==> config.mk <==
export PLATFORM = sky130hd
export DESIGN_NAME = seven_seg_scan_ctrl
export DESIGN_NICKNAME = d
export VERILOG_FILES = /design/src/rtl/seven_seg_pkg.sv /design/src/rtl/BCD_7segment.sv /design/src/rtl/seven_seg_scan_ctrl.sv
export SDC_FILE = /design/constraint.sdc
export NUM_CORES = 1
export LEC_CHECK = 0
export CAP_MARGIN = 30
export CORE_ASPECT_RATIO = 1.1
export CORE_MARGIN = 8
export CORE_UTILIZATION = 50
export CTS_CLUSTER_SIZE = 12
export DETAILED_ROUTE_END_ITERATION = 10
export GPL_TIMING_DRIVEN = 1
export PLACE_DENSITY_LB_ADDON = 0.25
export SYNTH_ARGS = -nofsm -noshare
export SYNTH_HDL_FRONTEND = slang
export SYNTH_SLANG_ARGS = --single-unit
==> constraint.sdc <==
create_clock -name clk -period 2.6 [get_ports clk]
set_input_delay 0.52 -clock clk [delete_from_list [all_inputs] [get_ports clk]]
set_output_delay 0.52 -clock clk [all_outputs]
set_load 0.02 [all_outputs]
==> src/rtl/seven_seg_pkg.sv <==
// Shared scan-state encoding, default geometry/timing constants and a BCD validity helper
// for the seven-segment scan controller.
package seven_seg_pkg;

  typedef enum logic [1:0] {
    S_OFF,
    S_ON,
    S_GUARD
  } scan_state_e;

  localparam int DEF_NUM_DIGITS   = 4;
  localparam int DEF_ON_CYCLES    = 1000;
  localparam int DEF_GUARD_CYCLES = 2;

  function automatic logic bcd_invalid(input logic [3:0] nib);
    return nib > 4'd9;
  endfunction

endpackage

==> src/rtl/BCD_7segment.sv <==
// Combinational BCD to seven-segment decoder, seg[6:0] = {g,f,e,d,c,b,a}, active-high.
// Non-BCD codes decode to a lone middle bar so bad data is visible on the display.
module BCD_7segment (
  input  logic [3:0] i_bcd,
  output logic [6:0] o_seg
);

  always_comb begin
    o_seg = 7'b1000000;
    case (i_bcd)
      4'd0: o_seg = 7'b0111111;
      4'd1: o_seg = 7'b0000110;
      4'd2: o_seg = 7'b1011011;
      4'd3: o_seg = 7'b1001111;
      4'd4: o_seg = 7'b1100110;
      4'd5: o_seg = 7'b1101101;
      4'd6: o_seg = 7'b1111101;
      4'd7: o_seg = 7'b0000111;
      4'd8: o_seg = 7'b1111111;
      4'd9: o_seg = 7'b1101111;
      default: o_seg = 7'b1000000;
    endcase
  end

endmodule

==> src/rtl/seven_seg_scan_ctrl.sv <==
// Time-multiplexed seven-segment scanner: one shared decoder, ON/GUARD phases per digit, outputs combinational
// from registered state; a one-word pending buffer (ready = buffer empty) swaps in only at frame end.
module seven_seg_scan_ctrl
  import seven_seg_pkg::*;
#(
  parameter int NUM_DIGITS   = DEF_NUM_DIGITS,
  parameter int ON_CYCLES    = DEF_ON_CYCLES,
  parameter int GUARD_CYCLES = DEF_GUARD_CYCLES
) (
  input  logic                          clk,
  input  logic                          rst_n,
  input  logic                          load_valid,
  output logic                          load_ready,
  input  logic [4*NUM_DIGITS-1:0]       load_data,
  input  logic                          blank_lz,
  output logic [6:0]                    seg_out,
  output logic [NUM_DIGITS-1:0]         an_out,
  output logic [$clog2(NUM_DIGITS)-1:0] digit_idx,
  output logic                          bcd_err
);

  localparam int IDX_W   = $clog2(NUM_DIGITS);
  localparam int MAX_CYC = (ON_CYCLES > GUARD_CYCLES) ? ON_CYCLES : GUARD_CYCLES;
  localparam int CNT_W   = $clog2(MAX_CYC + 1);
  localparam logic [IDX_W-1:0] LAST_IDX   = IDX_W'(NUM_DIGITS - 1);
  localparam logic [CNT_W-1:0] ON_LOAD    = CNT_W'(ON_CYCLES - 1);
  localparam logic [CNT_W-1:0] GUARD_LOAD = CNT_W'(GUARD_CYCLES - 1);

  scan_state_e             r_state, w_state_nxt;
  logic [CNT_W-1:0]        r_cnt, w_cnt_nxt;
  logic [IDX_W-1:0]        r_idx, w_idx_nxt;
  logic [4*NUM_DIGITS-1:0] r_active, r_pend;
  logic                    r_pend_vld;
  logic                    r_bcd_err;

  logic                    w_accept;
  logic                    w_transfer;
  logic                    w_load_bad;
  logic                    w_lz_run;
  logic [NUM_DIGITS-1:0]   w_blank;
  logic [3:0]              w_cur_nib;
  logic [6:0]              w_seg;

  assign load_ready = !r_pend_vld;
  assign w_accept   = load_valid && load_ready;
  assign w_transfer = (r_state == S_GUARD) && (r_cnt == '0) && (r_idx == LAST_IDX) && r_pend_vld;
  assign digit_idx  = r_idx;
  assign bcd_err    = r_bcd_err;

  always_comb begin
    w_load_bad = 1'b0;
    for (int i = 0; i < NUM_DIGITS; i++) begin
      w_load_bad = w_load_bad | bcd_invalid(load_data[4*i +: 4]);
    end
  end

  // A digit is blanked while it and every digit above it are zero; digit 0 always shows.
  always_comb begin
    w_blank  = '0;
    w_lz_run = blank_lz;
    for (int i = NUM_DIGITS - 1; i > 0; i--) begin
      w_lz_run   = w_lz_run && (r_active[4*i +: 4] == 4'd0);
      w_blank[i] = w_lz_run;
    end
  end

  assign w_cur_nib = r_active[{r_idx, 2'b00} +: 4];

  BCD_7segment u_dec (
    .i_bcd (w_cur_nib),
    .o_seg (w_seg)
  );

  assign seg_out = w_seg;

  always_ff @(posedge clk) begin
    if (!rst_n) begin
      r_state <= S_OFF;
      r_cnt   <= '0;
      r_idx   <= '0;
    end else begin
      r_state <= w_state_nxt;
      r_cnt   <= w_cnt_nxt;
      r_idx   <= w_idx_nxt;
    end
  end

  always_comb begin
    w_state_nxt = r_state;
    w_cnt_nxt   = r_cnt;
    w_idx_nxt   = r_idx;
    an_out      = '1;
    case (r_state)
      S_OFF: begin
        if (w_accept) begin
          w_state_nxt = S_ON;
          w_cnt_nxt   = ON_LOAD;
          w_idx_nxt   = '0;
        end
      end
      S_ON: begin
        if (!w_blank[r_idx]) an_out[r_idx] = 1'b0;
        if (r_cnt == '0) begin
          w_state_nxt = S_GUARD;
          w_cnt_nxt   = GUARD_LOAD;
        end else begin
          w_cnt_nxt = r_cnt - 1'b1;
        end
      end
      S_GUARD: begin
        if (r_cnt == '0) begin
          w_state_nxt = S_ON;
          w_cnt_nxt   = ON_LOAD;
          w_idx_nxt   = (r_idx == LAST_IDX) ? '0 : r_idx + 1'b1;
        end else begin
          w_cnt_nxt = r_cnt - 1'b1;
        end
      end
      default: begin
        w_state_nxt = S_OFF;
        w_cnt_nxt   = '0;
        w_idx_nxt   = '0;
      end
    endcase
  end

  // Accept and transfer never coincide: transfer needs a full buffer, which holds ready low.
  always_ff @(posedge clk) begin
    if (!rst_n) begin
      r_active   <= '0;
      r_pend     <= '0;
      r_pend_vld <= 1'b0;
      r_bcd_err  <= 1'b0;
    end else begin
      if (w_accept) begin
        if (r_state == S_OFF) begin
          r_active <= load_data;
        end else begin
          r_pend     <= load_data;
          r_pend_vld <= 1'b1;
        end
        if (w_load_bad) r_bcd_err <= 1'b1;
      end
      if (w_transfer) begin
        r_active   <= r_pend;
        r_pend_vld <= 1'b0;
      end
    end
  end

endmodule

==> impl_results.md <==
* CTS tree: done
* Initial DRC Count at 217
* R2R Path Start: r_cnt[0]$_SDFFE_PN0P_
* Top FF cell, synth: dfxtp_1
* Largest net degree at the start of global routing at 31
* Clk root buf: clkbuf_8
* Post-Synthesis Cells at 313
* # diodes at 0
* Hold Path Origin: r_pend[14]$_SDFFE_PN0P_
* Hold_buf cts at 0
* Min cycle time layout at 2470 ps
* Worst R2R End: r_active[3]$_SDFFE_PN0P_
* Final Hold Fails at 0
* Startpoint Class: flip-flop
* Critical path capture point type: primary output
* Worst-case reg-to-reg path depth at 6
* CP Data Arrival Time at 1950 ps
* Place WS at -142 ps
* Worst min path class: flip-flop to flip-flop
* Worst vdd ir at 452 uV
* Initial antenna violation count at 0
* Final setup fails at 0
* Total grt overflow at 0
* Die Area at 0.00803 sq mm
* CTS clock-pin slew for the worst setup and hold paths at 90 ps
* Number of global-route vias before repair at 2354
* Clock insertion delay at the later pin of the skew report at 300 ps
* Drt total wl at 6760 microns
* Max Clock Skew at 6.88 ps
* Slew @ Worst Pin at 577 ps
* CTS sink cnt at 48
* CTS buffer count at 5
* Unique masters post-synth at 49
* Crit path max-delay family: multiplexers
* Hold_ws at 469 ps
* Worst path required time at 2080 ps
* I/O pin cnt at 35
* Placer congestion estimate at 0.905
* Seq/Total Area, Yosys at 35.5%
* Async set-reset flop share out of synthesis at 0%
* Max-cap viol count at 0
* Synthesized cell area at 0.00271 sq mm
* Residual DRC at 0
* Worst-path fanout max at 6
* Layout area overhead at 22.4%
* Net count of the mapped netlist at 344
* Synthesis-stage register bit count at 48
* Cells along the critical path: buf_4 -> mux4_2 -> nor2b_2 -> o21bai_1 -> o21ai_1 -> buf_2
* Total core area at 0.00529 sq mm
* Layout cell share with drive strength beyond 1 at 15.9%
* DP Wirelength at 5090 microns
* CP Depth at 6
* Initial core utilization at 51.2%
* Layout Nets at 389
* Via count at 2450
* Setup CP Type: flip-flop to primary output
* Post-Syn Area per Cell at 8.65 sq um
* Final Worst Setup Slack at 133 ps
* Slew Viols, Final at 0
* CP max-delay cell: mux4_2
* Slew margin rel. at 61.4%
* Die H at 93.2 microns
* Leakage at 1.42 nW
* Hold Path Stages at 2
* Number of H-tree levels at 2
* Standard-cell rows at 28
* GRT Resource Usage Total at 17.0%
* Routed WL per cell at 15.6 microns
* DR vias/cell at 5.65
* Post-synth EDFFs at 0
* Critical path's largest stage delay at 550 ps
* Fin crit share at 94.9%
* Reg2Reg Setup Slack at 270 ps
* Fmax at 405 MHz
* Die Span X at 86.2 microns
* Ys Warns at 0
* Buf+Inv Stages, Crit Path at 2
* Deepest clock path buffer count at 2
* Post-DRT Antenna Nets at 0
* First-pass GRT wire length at 11100 microns
* RSZ-0062 raised after global routing: no
* Port buffer count at 34
* Power density over the cells at 678 mW/mm^2
* Detailed Routing Iterations Pass 1 at 4
* Fillcell total at 457
* Worst Hold End: r_pend[14]$_SDFFE_PN0P_
* Status: complete, no violations
-- metrics by stage --
step	util (%)	power [mW]	std cells	area, sq um	setup TNS [ps]
floorplan	-	1.45	313	2710	0
global placement	61.2	1.72	425	3240	-328
detailed placement	61.2	1.74	425	3240	-732
CTS	63.4	2.26	433	3350	0
global route	62.6	2.37	434	3310	0
finish	62.6	2.25	434	3310	0
-- cells in the mapped netlist, drive strengths merged (2+ instances only) --
library cell	instances	area share [%]
a211oi	3	0.83
a21boi	17	4.7
a21oi	9	1.7
a22oi	2	0.55
buf	3	1.2
clkbuf	17	2.4
dfxtp	48	35
ha	11	5.1
inv	12	1.7
mux2i	16	5.9
mux4	4	3.3
nand2	63	8.7
nand2b	3	0.69
nand3	4	0.74
nor2	7	0.97
nor2b	4	0.92
nor3	9	1.8
nor4	3	0.69
nor4b	2	0.65
o2111a	2	0.83
o211a	16	5.9
o211ai	4	1.1
o21a	3	0.83
o21ai	18	3.3
o22ai	3	0.69
o31a	3	1.0
o31ai	2	0.55
or2	3	0.69
or3	3	0.69
or4	3	0.88
or4b	2	0.74
xnor2	3	0.97
-- worst max path at each step --
stage                            end  slack [ps]                 startpoint
after detailed placement  seg_out[1]        -140  digit_idx[0]$_SDFFE_PN0P_
after global routing      seg_out[0]          10  digit_idx[0]$_SDFFE_PN0P_
after CTS                 seg_out[4]           2  digit_idx[0]$_SDFFE_PN0P_
final                     seg_out[3]         130  digit_idx[0]$_SDFFE_PN0P_
after global placement    seg_out[2]         -80  digit_idx[0]$_SDFFE_PN0P_
after floorplan           seg_out[1]          80  digit_idx[0]$_SDFFE_PN0P_
-- routing by layer --
metal	part of all wire, %	global-route usage (%)	up-vias
met3	5.6	3.77	10
met1	45	20.8	1149
met5	0	0	-
li1	-	-	1216
met2	48	28.6	75
met4	1.8	5.85	0
-- sequential cells by signal (all words and copies together) (netlist names) --
signal / flops
bcd_err: 1
digit_idx: 2
r_active: 16
r_cnt: 10
r_pend: 16
r_pend_vld: 1
r_state: 2
-- layout make-up --
type	count	area (sq um)	share of cell area, %
multi-input cells	233	1620	48.8
flip-flops and latches	48	965	29.1
repair buffers	58	483	14.6
well taps	75	93.8	2.83
clock buffers	5	68.8	2.08
inverters	12	45.0	1.36
clock inverters	3	42.5	1.28
-- cells by family after synthesis --
logic type	after synthesis	synth area share (%)
AND/OR/NAND/NOR	109	19.2
AO/OA/AOI/OAI	89	24.3
flip-flops	48	35.5
buffers and inverters	32	5.36
multiplexers	20	9.24
adder cells (fa/ha/maj)	12	5.45
XOR/XNOR	3	0.971
-- placed cells by master, fill, tap and decap left out, types with 3 or more instances in the layout --
cell type / count
a211oi_1: 3
a21boi_0: 17
a21oi_1: 9
buf_2: 5
buf_4: 23
clkbuf_2: 5
clkbuf_8: 5
clkdlybuf4s50_1: 24
dfxtp_1: 47
ha_1: 11
inv_1: 11
mux2i_1: 16
mux4_2: 4
nand2_1: 63
nand2b_1: 3
nand3_1: 4
nor2_1: 7
nor2b_1: 3
nor3_1: 8
nor4_1: 3
o211a_1: 16
o211ai_1: 4
o21a_1: 3
o21ai_0: 14
o21ai_1: 4
o22ai_1: 3
or3_1: 3
xnor2_1: 3
-- tightest hold or removal path: stages (launching register included) --
cell and delay [ps]:
dfxtp_1 320, nand2_1 50, a21boi_0 60
-- power breakdown --
part	total (mW)	internal, mW	switching, mW	leakage [nW]
Combinational	0.782	0.359	0.423	0.971
Clock	0.543	0.285	0.258	0.0541
Sequential	0.921	0.827	0.0937	0.394
-- timing repair --
action | in CTS | in global routing
buffers inserted | 0 | 1
setup endpoints to repair | 10 | 10
pin swaps | 0 | 0
resized for setup | 24 | 15
Note: power is estimated with default switching activity, not from simulation.
==> RTL change 1: new RTL, same flow settings <==
The package constant `DEF_GUARD_CYCLES` goes from 2 to 4.
--- a/src/rtl/seven_seg_pkg.sv
+++ b/src/rtl/seven_seg_pkg.sv
@@ -12,3 +12,3 @@
   localparam int DEF_ON_CYCLES    = 1000;
-  localparam int DEF_GUARD_CYCLES = 2;
+  localparam int DEF_GUARD_CYCLES = 4;
 
Function: same outputs for any inputs over 10 cycles, from zero or initial values and one cycle with rst_n low; that may be too few to reach the edited logic, so the function may still have changed.
==> RTL change 1 against the unedited design <==
- sequential share of layout area grew 1.1 points
- power grew 6.4%
- maximum frequency shrank 0.76%
- sequential cell count is the same
- final area shrank 3.8%
- die area shrank 2.9%
- setup slack lost 0.019 ns
- routed wire length shrank 7.1%
- synthesized area shrank 3.6%
- critical endpoint is now seg_out[2]
- highest routed layer unchanged
==> RTL change 1: results (changes against the unedited design) <==
Synth top cells by count = 48 x dfxtp_1, 46 x nand2_1, 24 x a21oi_1
Largest net degree at the start of global routing = 28 (-9.7%)
Detailed Routing Iterations Pass 1 = 5 (+1)
Leakage = 1.25 nW (-12%)
End of the critical path = seg_out[2]
First-pass GRT wire length = 10600 um (-4.2%)
Hold EP = r_pend[1]$_SDFFE_PN0P_
Register area share after synthesis = 36.8% (+1.3 points)
GRT Overall Usage = 16.3% (-0.73 points)
Initial DRC count = 195 (-10%)
CP Max Fanout = 5 (-1)
Detailed placement HPWL = 4600 um (-9.6%)
Detailed-route wire length = 6280 um (-7.1%)
Worst-Margin Slew = 0.659 ns (+0.0823 ns)
Total number of vias = 2402 (-2.0%)
Skew final = 0.00907 ns (+0.00219 ns)
Vias in the first global route = 2237 (-5.0%)
Hold WS = 0.461 ns (-0.00830 ns)
Outcome = complete, no violations
Library cells used by synthesis = 60 (+22%)
Worst hold start = r_pend[1]$_SDFFE_PN0P_
R2r setup slk = 0.59 ns (+0.32 ns)
Max IR drop VDD = 0.000428 V (-5.4%)
Top post-synthesis cells by area = dfxtp_1 37%, nand2_1 6.6%, ha_1 5.7%, a21oi_1 4.6%, a221o_1 4.2%
Share of layout cells above drive strength 1 = 20.1% (+4.2 points)
Final non-filler cell total = 401 (-7.6%)
-- RTL change 1: changes by cell type after synthesis, moves of 11 or more --
cell / change
a21boi_0: -17
a21oi_1: +15
a221o_1: +11
and2_1: +17
mux2i_1: -16
nand2_1: -17
o211a_1: -15
-- RTL change 1: layout make-up --
| cell class | count | area [um^2] |
|---|---|---|
| Fill cell | 455 | 1850 |
| Multi-Input combinational cell | 220 | 1540 |
| Sequential cell | 48 | 965 |
| Timing Repair Buffer | 54 | 443 |
| Tap cell | 58 | 72.6 |
| Clock buffer | 5 | 68.8 |
| Inverter | 13 | 48.8 |
| Clock inverter | 3 | 46.3 |
-- RTL change 1: worst max-delay path: cells and delay by family, from the launching register on --
kind                   cells  cell delay [ns]
and+or+nand+nor            1             0.34
DFF                        1             0.40
muxes                      1             0.57
buffers and inverters      1             0.18
AOI/OAI and AO/OA          1             0.17
-- RTL change 1: what timing repair did --
item / CTS / global route
hold endpoints to repair: 0 / 0
endpoints found under the setup margin: 10 / 9
pin swaps: 0 / 1
resized for setup: 28 / 17
-- RTL change 1: kinds of logic after synthesis --
logic type               synth area share [%]
adder cells (fa/ha/maj)                  5.75
AND/OR/NAND/NOR                          23.4
AO/OA/AOI/OAI                            25.2
XOR/XNOR                                0.671
flip-flops                               36.8
multiplexers                             3.45
buffers and inverters                    4.74
-- RTL change 1: power breakdown --
part	switching [W]	internal (W)	total, W
logic	0.000462	0.000405	0.000867
clock network	0.000265	0.000290	0.000555
registers	0.000130	0.000838	0.000968
-- RTL change 1: metal layers --
layer	part of all wire [%]	global-route usage, %
met5	0	0
met1	46	20.4
met3	5.0	4.28
met4	1.2	4.90
met2	48	26.7
==> RTL change 2: new RTL, config.mk and constraints unchanged <==
Made on the original files. Encoding of `scan_state_e`: now one-hot (3 bits for 3 states).
--- a/src/rtl/seven_seg_pkg.sv
+++ b/src/rtl/seven_seg_pkg.sv
@@ -4,6 +4,6 @@
 
-  typedef enum logic [1:0] {
-    S_OFF,
-    S_ON,
-    S_GUARD
+  typedef enum logic [2:0] {
+    S_OFF   = 3'b001,
+    S_ON    = 3'b010,
+    S_GUARD = 3'b100
   } scan_state_e;
Formal check against the unedited RTL: same outputs for any inputs over 10 cycles, from zero or initial values and one cycle with rst_n low; not proved beyond that.
==> RTL change 2 against the unedited design <==
- final area rose by 1.2%
- sequential cell count rose by 1
- power fell by 13%
- cell count rose by 6.7%
- synthesized area rose by 3.2%
- highest routed layer unchanged
- setup slack got worse by 0.037 ns
- maximum frequency fell by 1.5%
- routed wire length rose by 6.4%
==> RTL change 2: results (changes against the unedited design) <==
Outcome = complete, no violations
Number of fill cells in the layout = 517 (+13%)
Register area share after synthesis = 35.1% (-0.40 points)
Skew final = 0.00499 ns (-0.00189 ns)
Slew HR = 45.6% (-16 points)
Vias in the first global route = 2477 (+5.2%)
#MultiIn Comb = 260 (+12%)
Inverters, non-clock = 15 (+3)
M1 WL = 3230 um (+6.4%)
Complex-gate fraction of the synthesized area = 23.5% (-0.85 points)
Non-clk bufs = 56 (-3.4%)
Initial DRC count = 159 (-27%)
WL met2 = 3430 um (+6.3%)
Multi-input logic area = 0.00167 mm^2 (+3.4%)
Largest net degree at the start of global routing = 34 (+9.7%)
Mapped Nets = 374 (+8.7%)
Top post-synthesis cells by area = dfxtp_1 35%, nand2_1 12%, ha_1 4.9%, a311oi_2 4.8%, a21oi_1 4.5%
DR WL/cell = 15.5 um (-0.28%)
Total Nets Final = 418 (+7.5%)
Synthesized instance count = 343 (+9.6%)
DP Cell Count = 455 (+7.1%)
Detailed placement HPWL = 5210 um (+2.5%)
Xor/xnor share of the synthesized area = 0.313% (-0.66 points)
Mux share of post-synthesis cell area = 3.22% (-6.0 points)
Met3 wire len = 418 um (+11%)
CP Max Fanout = 5 (-1)
Total number of vias = 2639 (+7.7%)
Synth top cells by count = 87 x nand2_1, 49 x dfxtp_1, 25 x a21oi_1
First-pass GRT wire length = 11800 um (+6.3%)
Share of layout cells above drive strength 1 = 16.2% (+0.36 points)
Detailed Routing Iterations Pass 1 = 5 (+1)
Leakage = 1.22 nW (-14%)
Adder-Cell Fraction of Synth Area = 4.92% (-0.53 points)
Library cells used by synthesis = 55 (+12%)
Layout non-clock buf frac = 13.7% (-0.88 points)
Main combinational cell family by area after synthesis = simple AND/OR/NAND/NOR gates
## RTL change 2: cell types whose count changed after synthesis, sizes merged, moves of 6 or more
cell    unedited run  this run
a21boi            17         1
a21oi              9        25
a311oi             0        16
clkbuf            17        11
mux2i             16         0
nand2             63        87
nor3               9        22
o211a             16         2
## RTL change 2: what timing repair did
| action | in CTS | in global routing |
|---|---|---|
| cloned | 0 | 0 |
| resized for setup | 24 | 13 |
| endpoints found under the setup margin | 10 | 9 |
## RTL change 2: metrics by stage
step / setup WS (ns) / hold slack (ns) / TNS [ns] / area [um^2]
after floorplan: 0.00335 / 0.437 / 0 / 2800
after global placement: -0.0621 / 0.443 / -0.270 / 3300
after detailed placement: -0.104 / 0.448 / -0.540 / 3300
after CTS: 0.00737 / 0.462 / 0 / 3400
after global routing: 0.00871 / 0.481 / 0 / 3350
final: 0.0963 / 0.463 / 0 / 3350
## RTL change 2: final timing paths
| check | from | cells past startpoint | endpoint | slack (ns) |
|---|---|---|---|---|
| setup / recovery | digit_idx[0]$_SDFFE_PN0P_ | 6 | seg_out[6] | 0.1 |
| hold / removal | r_pend[8]$_SDFFE_PN0P_ | 2 | r_pend[8]$_SDFFE_PN0P_ | 0.46 |
| setup reg to reg | r_cnt[1]$_SDFFE_PN0P_ | 6 | r_active[1]$_SDFFE_PN0P_ | 0.37 |
| hold reg to reg | r_pend[8]$_SDFFE_PN0P_ | 2 | r_pend[8]$_SDFFE_PN0P_ | 0.46 |
## RTL change 2: where the power goes
group          total [W]  switching, W  internal [W]  leakage [nW]
Combinational   0.000624      0.000367      0.000257         0.785
Sequential      0.000871     0.0000605      0.000811         0.401
Clock           0.000453      0.000263      0.000190        0.0374
Total            0.00195      0.000690       0.00126          1.22
